--- src/rtl/acc_requant_pkg.sv ---
// Shared Q5.10 fixed-point constants and stream payload types for the MAC datapath.
package acc_requant_pkg;

   localparam int unsigned Q_WIDTH = 16;
   localparam int unsigned Q_FRAC  = 10;
   localparam int          QMAX    = 32767;
   localparam int          QMIN    = -32768;

   typedef struct packed {
      logic               sat;
      logic [Q_WIDTH-1:0] data;
   } fifo_entry_t;

endpackage

--- src/rtl/acc_requant_sync_fifo.sv ---
// Synchronous FIFO with explicit occupancy count; a push into a full FIFO only lands with a pop.
module sync_fifo #(
   parameter int unsigned W     = 17,
   parameter int unsigned DEPTH = 4
) (
   input  logic                         clk,
   input  logic                         rst,
   input  logic                         i_push,
   input  logic                         i_pop,
   input  logic [W-1:0]                 i_data,
   output logic [W-1:0]                 o_data,
   output logic                         o_full,
   output logic                         o_empty,
   output logic [$clog2(DEPTH+1)-1:0]   o_count
);

   localparam int unsigned AW = $clog2(DEPTH);
   localparam int unsigned CW = $clog2(DEPTH+1);

   logic [W-1:0]  r_mem [DEPTH];
   logic [AW-1:0] r_wr_ptr;
   logic [AW-1:0] r_rd_ptr;
   logic [CW-1:0] r_count;
   logic          w_do_push;
   logic          w_do_pop;

   assign o_empty   = (r_count == '0);
   assign o_full    = (r_count == CW'(DEPTH));
   assign w_do_pop  = i_pop && !o_empty;
   assign w_do_push = i_push && (!o_full || w_do_pop);

   // Pointers wrap naturally because DEPTH is a power of two.
   always_ff @(posedge clk or posedge rst) begin
      if (rst) begin
         for (int i = 0; i < int'(DEPTH); i++) r_mem[i] <= '0;
         r_wr_ptr <= '0;
         r_rd_ptr <= '0;
         r_count  <= '0;
      end else begin
         if (w_do_push) begin
            r_mem[r_wr_ptr] <= i_data;
            r_wr_ptr        <= r_wr_ptr + AW'(1);
         end
         if (w_do_pop) r_rd_ptr <= r_rd_ptr + AW'(1);
         case ({w_do_push, w_do_pop})
            2'b10:   r_count <= r_count + CW'(1);
            2'b01:   r_count <= r_count - CW'(1);
            default: r_count <= r_count;
         endcase
      end
   end

   assign o_data  = r_mem[r_rd_ptr];
   assign o_count = r_count;

endmodule

--- src/rtl/acc_requant.sv ---
// Accumulator requantization: bias add, optional ReLU, saturate to Q5.10, buffered valid/ready output.
module acc_requant
   import acc_requant_pkg::*;
#(
   parameter int unsigned WIDTH = Q_WIDTH,
   parameter int unsigned FRAC  = Q_FRAC,
   parameter int unsigned DEPTH = 4
) (
   input  logic                         clk,
   input  logic                         rst,
   input  logic                         in_valid,
   input  logic [2*WIDTH-1:0]           in_data,
   input  logic [WIDTH-1:0]             bias,
   input  logic                         relu_en,
   output logic                         out_valid,
   output logic [WIDTH-1:0]             out_data,
   output logic                         out_sat,
   input  logic                         out_ready,
   output logic [$clog2(DEPTH+1)-1:0]   count,
   output logic                         overflow,
   input  logic                         clear_ovf
);

   localparam int unsigned SW = 2*WIDTH + 1;
   localparam int unsigned CW = $clog2(DEPTH+1);

   localparam logic [SW-1:0]    L_SUM_MAX = {{(WIDTH+2){1'b0}}, {(WIDTH-1){1'b1}}};
   localparam logic [SW-1:0]    L_SUM_MIN = {{(WIDTH+2){1'b1}}, {(WIDTH-1){1'b0}}};
   localparam logic [WIDTH-1:0] L_OUT_MAX = {1'b0, {(WIDTH-1){1'b1}}};
   localparam logic [WIDTH-1:0] L_OUT_MIN = {1'b1, {(WIDTH-1){1'b0}}};

   if (DEPTH < 2 || (DEPTH & (DEPTH - 1)) != 0) begin : g_bad_depth
      $error("acc_requant: DEPTH must be a power of two >= 2");
   end
   if (FRAC >= WIDTH) begin : g_bad_frac
      $error("acc_requant: FRAC must be smaller than WIDTH");
   end

   logic                r_a_valid;
   logic [SW-1:0]       r_a_sum;
   logic                r_a_relu;
   logic                r_b_valid;
   logic [WIDTH-1:0]    r_b_data;
   logic                r_b_sat;
   logic                r_overflow;

   logic [SW-1:0]       w_sum;
   logic [WIDTH-1:0]    w_b_data;
   logic                w_b_sat;
   logic [WIDTH:0]      w_head;
   logic                w_full;
   logic                w_empty;
   logic [CW-1:0]       w_count;
   logic                w_drop;

   // One extra bit of headroom means the bias add can never wrap.
   assign w_sum = {in_data[2*WIDTH-1], in_data}
                + {{(WIDTH+1){bias[WIDTH-1]}}, bias};

   always_ff @(posedge clk or posedge rst) begin
      if (rst) begin
         r_a_valid <= 1'b0;
         r_a_sum   <= '0;
         r_a_relu  <= 1'b0;
      end else begin
         r_a_valid <= in_valid;
         if (in_valid) begin
            r_a_sum  <= w_sum;
            r_a_relu <= relu_en;
         end
      end
   end

   always_comb begin
      w_b_data = r_a_sum[WIDTH-1:0];
      w_b_sat  = 1'b0;
      if (r_a_relu && r_a_sum[SW-1]) begin
         w_b_data = '0;
      end else if (!r_a_sum[SW-1] && (r_a_sum > L_SUM_MAX)) begin
         w_b_data = L_OUT_MAX;
         w_b_sat  = 1'b1;
      end else if (r_a_sum[SW-1] && (r_a_sum < L_SUM_MIN)) begin
         w_b_data = L_OUT_MIN;
         w_b_sat  = 1'b1;
      end
   end

   always_ff @(posedge clk or posedge rst) begin
      if (rst) begin
         r_b_valid <= 1'b0;
         r_b_data  <= '0;
         r_b_sat   <= 1'b0;
      end else begin
         r_b_valid <= r_a_valid;
         if (r_a_valid) begin
            r_b_data <= w_b_data;
            r_b_sat  <= w_b_sat;
         end
      end
   end

   // Full implies non-empty, so a pop happens exactly when out_ready is high.
   assign w_drop = r_b_valid && w_full && !out_ready;

   always_ff @(posedge clk or posedge rst) begin
      if (rst)             r_overflow <= 1'b0;
      else if (w_drop)     r_overflow <= 1'b1;
      else if (clear_ovf)  r_overflow <= 1'b0;
   end

   sync_fifo #(
      .W     (WIDTH + 1),
      .DEPTH (DEPTH)
   ) u_fifo (
      .clk     (clk),
      .rst     (rst),
      .i_push  (r_b_valid),
      .i_pop   (out_ready),
      .i_data  ({r_b_sat, r_b_data}),
      .o_data  (w_head),
      .o_full  (w_full),
      .o_empty (w_empty),
      .o_count (w_count)
   );

   assign out_valid = !w_empty;
   assign out_data  = w_head[WIDTH-1:0];
   assign out_sat   = w_head[WIDTH];
   assign count     = w_count;
   assign overflow  = r_overflow;

endmodule

--- config.mk ---
export PLATFORM = sky130hd
export DESIGN_NAME = acc_requant
export DESIGN_NICKNAME = d
export VERILOG_FILES = /design/src/rtl/acc_requant_pkg.sv /design/src/rtl/acc_requant_sync_fifo.sv /design/src/rtl/acc_requant.sv
export SDC_FILE = /design/constraint.sdc
export NUM_CORES = 1
export LEC_CHECK = 0
export BUFFER_PORTS_ARGS = -buffer_cell sky130_fd_sc_hd__buf_2
export CAP_MARGIN = 10
export CORE_UTILIZATION = 55
export CTS_BUF_LIST = sky130_fd_sc_hd__clkbuf_8
export DETAILED_ROUTE_END_ITERATION = 8
export PLACE_DENSITY = 0.75
export SETUP_SLACK_MARGIN = 0.02
export SYNTH_ARGS = -nofsm -noshare
export SYNTH_HDL_FRONTEND = slang
export SYNTH_SLANG_ARGS = --single-unit
export TNS_END_PERCENT = 1
--- constraint.sdc ---
create_clock -name clk -period 5 [get_ports clk]
set_input_delay 0.5 -clock clk [delete_from_list [all_inputs] [get_ports clk]]
set_output_delay 0.5 -clock clk [all_outputs]
set_load 0.05 [all_outputs]
Word-level counts from Yosys, hierarchy flattened
Cells that the tools add are included.
{"block": "word_totals", "input_bits": 54, "regBits": 129}
{"block": "classes", "n_mux": 15, "addsub": 5, "eq_ne": 3, "n_reduce_logical": 16, "magnitude_cmp": 5, "bitwise_logic": 2}
{"operator": "68-bit bitwise mux", "count": 1}
{"operator": "17-bit two-way mux", "count": 3}
{"operator": "16-bit two-way mux", "count": 3}
{"operator": "17-bit binary-select mux with 2-bit select", "count": 1}
{"operator": "17-bit demux with 2-bit select", "count": 1}
{"operator": "32-bit by 16-bit adder with 33-bit output", "count": 1}
{"operator": "33-bit by 15-bit greater-than comparator with 1-bit output (second input constant)", "count": 1}
{"operator": "33-bit less-than comparator (second input constant)", "count": 1}
{"operator": "1-bit logical AND", "count": 8}
{"operator": "3-bit greater-or-equal comparator (second input constant)", "count": 2}
{"operator": "2-bit NOT with 3-bit output", "count": 2}
{"operator": "3-bit case mux with 2 select lines", "count": 1}
{"operator": "1-bit two-way mux", "count": 5}
{"operator": "2-bit by 1-bit adder with 2-bit output (second input constant)", "count": 2}
{"operator": "1-bit logical NOT", "count": 4}
{"operator": "2-bit nonzero test", "count": 2}
{"operator": "3-bit by 1-bit adder with 3-bit output (second input constant)", "count": 1}
{"operator": "3-bit equality test (second input constant)", "count": 1}
{"operator": "3-bit logical NOT", "count": 1}
{"operator": "3-bit by 1-bit less-than comparator with 1-bit output (second input constant)", "count": 1}
{"operator": "3-bit by 1-bit subtractor with 3-bit output (second input constant)", "count": 1}
{"operator": "2-bit by 1-bit equality test with 1-bit output (second input constant)", "count": 1}
{"operator": "2-bit equality test (second input constant)", "count": 1}
{"operator": "1-bit logical OR", "count": 1}

Depth between registers and ports, before layout
{"block": "depth", "word_depth": 7, "mapped_depth": 10, "mapped_depth_nobuf": 9}

Cells and area by module
From an unflattened synthesis, not the netlist that was laid out.
{"block": "unflattened", "hier_cells": 662, "hier_area_um2": 7384.6}
{"mod": "acc_requant", "seq_area_each_um2": 1351.3, "area_per_inst_um2": 4018.9, "n_inst": 1, "cells_per_inst": 459}
{"mod": "sync_fifo", "seq_area_each_um2": 1876.8, "area_per_inst_um2": 3365.7, "n_inst": 1, "cells_per_inst": 203}

Worst setup path before layout
Ideal clock, no wire load.
{"block": "synth_timing", "path_type": "input to register", "from": "input in_data[0]", "to": "register r_a_sum[24]", "path_slack_ns": 2.436, "required_time_ns": 4.875, "path_stages": 9, "arrival_time_ns": 2.439, "cell_sequence": "ha_1 -> fa_1 -> a21o_1 -> a221oi_2 -> or4_4 -> a21oi_4 -> a211oi_2 -> xnor2_1 -> mux2_2"}
{"block": "synth_between", "elab_chain_cells": 1}
{"element": "start, declared", "line_no": "acc_requant.sv:12", "rtl": "input logic [2*WIDTH-1:0] in_data,"}
{"element": "32-bit by 16-bit adder with 33-bit output", "line_no": "acc_requant.sv:58", "rtl": "+ {{(WIDTH+1){bias[WIDTH-1]}}, bias};"}
{"element": "end signal, assigned", "line_no": "acc_requant.sv:68", "rtl": "r_a_sum <= w_sum;"}
{"element": "end, declared", "line_no": "acc_requant.sv:40", "rtl": "logic [SW-1:0] r_a_sum;"}
Every way passes these cells.
A chain may end at the register's enable or synchronous reset.

Worst setup path after layout
{"block": "layout_timing", "from": "register u_fifo.r_rd_ptr[1]", "to": "output out_data[7]"}
{"block": "layout_between", "elab_chain_cells": 4}
{"element": "start, declared", "line_no": "acc_requant_sync_fifo.sv:22", "rtl": "logic [AW-1:0] r_rd_ptr;"}
{"element": "start signal, assigned", "line_no": "acc_requant_sync_fifo.sv:44", "rtl": "if (w_do_pop) r_rd_ptr <= r_rd_ptr + AW'(1);"}
{"element": "2-bit NOT with 3-bit output (implied by the code)", "line_no": "acc_requant_sync_fifo.sv:53", "rtl": "assign o_data = r_mem[r_rd_ptr];"}
{"element": "17-bit binary-select mux with 2-bit select", "line_no": "acc_requant_sync_fifo.sv:53"}
{"element": "17-bit two-way mux (implied by the code) (2 in a row)", "line_no": "acc_requant_sync_fifo.sv:53"}
{"element": "end, declared", "line_no": "acc_requant.sv:16", "rtl": "output logic [WIDTH-1:0] out_data,"}
Every way passes these cells. The select of a mux whose other input is x is not followed.

==> results list <==
- Maximum clock insertion buffer count: 2
- STA classifies the critical path endpoint as an output pin.
- At the pin with the least slew margin, the transition time is 1.04 ns.
* Post-synthesis async set-or-reset flop share: 100%
* Cells on worst reg2reg path: 4
- The flow ran to the end, and the final reports show no timing, DRC or antenna violations.
- For this run, design rule violations remaining after detail routing come to 0.
- Ys flop type: sky130_fd_sc_hd__dfrtp_1
- Share of final-layout standard cells stronger than drive strength 1: 20.4%
- Area share of fa/ha/maj cells after synthesis: 7.19%
* Wire length after detailed routing: 14700 µm
* Global-route total usage across every layer: 24.5%
- The detailed router finished its first iteration with 339 violations.
- The worst hold path belongs to the class in -> async.
- Number of hold buffers added after cts: 0
- Max-cap check violation count: 0
- After clock tree synthesis, the repair step resized 0 gates.
* Peak per-stage delay on the critical path: 0.93 ns
- Data required time at the worst endpoint: 4.50 ns
- Type of origin of the critical path: register
* TritonRoute pass-1 iters: 5
- The floorplan has 40 rows.
- Met3 track demand over resource in global routing: 5.48%
* Final number of setup-violating endpoints: 0
- Crit-path max FO: 18
- Number of instances in the synthesized netlist: 702
- Power spread over the standard cell area amounts to 547 nW/µm².
- In this run, CTS created clock tree buffers numbering 17.
- Post-CTS setup repair buffer count: 0
- Total standard cell area after synthesis: 7000 µm²
* # IOs: 76
* Worst reg2reg path endpoint: u_fifo.r_mem[16]
- The count of endpoints failing hold in the final timing report was 0.
- In this run the mean area of a mapped cell was 9.97 µm².
- Total of flip-flops plus latches after synthesis: 129
* Leak pwr: 3.65 nW
* Global route hottest layer: met2
* Most common cell in the netlist: sky130_fd_sc_hd__dfrtp_1
- Die Ht: 115 µm
* Dpl hpwl: 10700 µm
- Tmin final: 2.53 ns
* Via density per instance: 5.71
* Standard cell core area: 12200 µm²
- Total number of vias: 5406
* Total die area: 13200 µm²
* Met2 usage in global routing: 38.7%
- Clock root buffer: sky130_fd_sc_hd__clkbuf_8
- Sequential cell area: 3230 µm²
* Final antenna-violating net count: 0
* Number of nets at the end of the flow: 858
- The Yosys step of the flow raised 0 warnings.
- Multiplexer share of the synthesized area: 10.2%
- TritonCTS built the clock tree.
- Count of H-tree levels built during CTS: 4
- Synthesized netlist net count: 795
* Pins over their slew limit: 0
- In this run the horizontal extent of the chip is 115 µm.
- In this run the critical register-to-register path is launched from u_fifo.o_count[0].
- Post-placement setup slack: 2.06 ns
- The repair_antennas step left the layout with diodes totalling 0.
* Dominant combinational cell family by area after synthesis: compound AO/OA/AOI/OAI gates
- Synthesized-area fraction occupied by ao, oa, aoi and oai cells: 16.9%
- Clock network latency to the later pin of the worst-skew pair: 0.43 ns
* Starting density of the core: 57.3%
- Yosys mapped a number of flops with a built-in enable equal to 0.
* Total area of multi-input combinational cells: 3530 µm²
- Setup repair after global routing left no endpoint under its margin.
- Of the total synthesized cell area, the portion taken by AND, OR, NAND and NOR gates is 12.5%.
- In this run the biggest area consumer among cell types represents 46.1% of the synthesized area.
- Global-route congestion overflow total: 0
- The critical path is of the reg -> out type.
* Layout Skew: 0.0122 ns
- Antenna violations before repair: 0
* Most common library cells after synthesis: sky130_fd_sc_hd__dfrtp_1 (129), sky130_fd_sc_hd__nand2_1 (106), sky130_fd_sc_hd__o21ai_0 (82), sky130_fd_sc_hd__nor2_1 (44)
- Area growth from synthesis to layout: 13.0%
- Synthesized-area fraction occupied by xor and xnor cells: 3.63%
- First-pass GRT wire length: 25100 µm
- The number of global-route vias before repair was 5137.
- Largest vdd supply drop: 232 µV
* Max-Slew Margin vs Limit: 30.2%
- For the worst setup path, the data arrival time is 2.03 ns.
* Cell accounting for the most synthesized area: sky130_fd_sc_hd__dfrtp_1
- For the final routed database, the setup TNS stands at 0 ns.
* Dominant cells by area after synthesis: sky130_fd_sc_hd__dfrtp_1 (46%), sky130_fd_sc_hd__ha_1 (6.6%), sky130_fd_sc_hd__o21ai_0 (5.9%)
* Total of buffers placed on input and output ports: 75
- In the global route stage, met1 resource usage came out at 34.3%.
- Count of cell types in the netlist: 50
- Critical Path Slowest Stage Cell: sky130_fd_sc_hd__dfrtp_1
* Crit-path cells: mux4_2, buf_2
- PnR worst setup slack: 2.47 ns
- Worst reg2reg setup slack: 2.56 ns
- Upper clock frequency limit: 0.395 GHz
- Summing the sequential cell areas from Yosys gives 46.1% of the chip area.
- Fill cells in the final layout number 998.
- The final critical path takes up 50.7% of the cycle.
- Crit path buffers/inverters: 1
* Clock Sinks: 129
- Routed wirelength normalized by instance count: 15.5 µm
- After clock tree synthesis, the clock-pin slew on the worst setup and hold paths is 0.07 ns.
* Gpl congestion: 0.934
- Among cell families on the critical path, the largest total delay comes from flip-flops.
* Maximum number of pins on one net before global-route repair: 76
-- power by group --
| part | internal (mW) | leakage [nW] | total, mW | switching [mW] |
|---|---|---|---|---|
| clock | 0.561 | 0.221 | 0.944 | 0.383 |
| sequential | 1.42 | 1.62 | 1.66 | 0.238 |
| combinational | 0.618 | 1.81 | 1.72 | 1.10 |
-- worst max path at each step --
stage	start	endpoint	slack, ns	cells after the start
2_1_floorplan	rst	overflow	1.06	1
3_3_place_gp	in_data[0]	r_a_sum[24]	2.15	10
3_5_place_dp	in_data[0]	r_a_sum[30]	2.06	10
4_1_cts	u_fifo.r_rd_ptr[1]	out_data[15]	2.42	2
5_1_grt	u_fifo.o_count[0]	u_fifo.r_mem[50]	2.26	4
6_report	u_fifo.r_rd_ptr[1]	out_data[7]	2.47	2
-- placed cells by master, fill, tap and decap left out, drive strengths merged, types with 4 or more instances in the layout --
cell type and instances:
a21o 11, a21oi 38, a31oi 7, and3 5, buf 77, bufinv 4, clkbuf 19, dfrtp 129
ha 37, inv 34, mux2 27, mux4 17, nand2 106, nand2b 4, nand3 5, nand4 12
nor2 44, nor2b 4, nor3 5, nor4 6, o211ai 9, o21ai 82, o21bai 5, o22ai 17
or3 4, xnor2 19, xor2 10
-- layout make-up --
class | instances | share of cell area (%)
Clock buffer | 19 | 3.31
Clock inverter | 13 | 2.14
Inverter | 31 | 1.50
Multi-Input combinational cell | 509 | 44.6
Sequential cell | 129 | 40.8
Tap cell | 168 | 2.66
Timing Repair Buffer | 77 | 4.94
-- registers in the layout, summed over array words and instances (netlist names) --
name,flops
overflow,1
r_a_relu,1
r_a_sum,33
r_a_valid,1
r_b_data,16
r_b_sat,1
r_b_valid,1
u_fifo.o_count,3
u_fifo.r_mem,68
u_fifo.r_rd_ptr,2
u_fifo.r_wr_ptr,2
-- worst register-to-register path, delay by kind of cell (launching register included) --
family | cells | cell delay [ns]
multiplexers | 1 | 0.43
flip-flops | 1 | 0.43
AND/OR/NAND/NOR | 3 | 1.47
-- cell families after synthesis --
| logic type | Yosys count |
|---|---|
| and+or+nand+nor | 200 |
| AOI/OAI and AO/OA | 194 |
| DFF | 129 |
| buffers and inverters | 64 |
| muxes | 47 |
| adders and majority gates | 39 |
| xor gates and xnor gates | 29 |
-- through the flow --
stage / area (µm²) / hold slack (ns) / cells / total power, mW / utilization (%)
after detailed placement: 7470 / 0.465 / 914 / 3.41 / 61.2
after CTS: 7910 / 0.242 / 946 / 4.37 / 64.7
after global routing: 7910 / 0.269 / 946 / 4.60 / 64.7
after floorplan: 7000 / 0.352 / 702 / 3.00 / -
final: 7910 / 0.261 / 946 / 4.32 / 64.7
after global placement: 7470 / 0.456 / 914 / 3.33 / 61.2
-- routing by layer --
layer  vias up  wire [µm]
li1       2641          -
met5         -          0
met4         0        202
met1      2556       6940
met2       187       6780
met3        22        744
No activity file was read; power rests on OpenSTA's default activity.
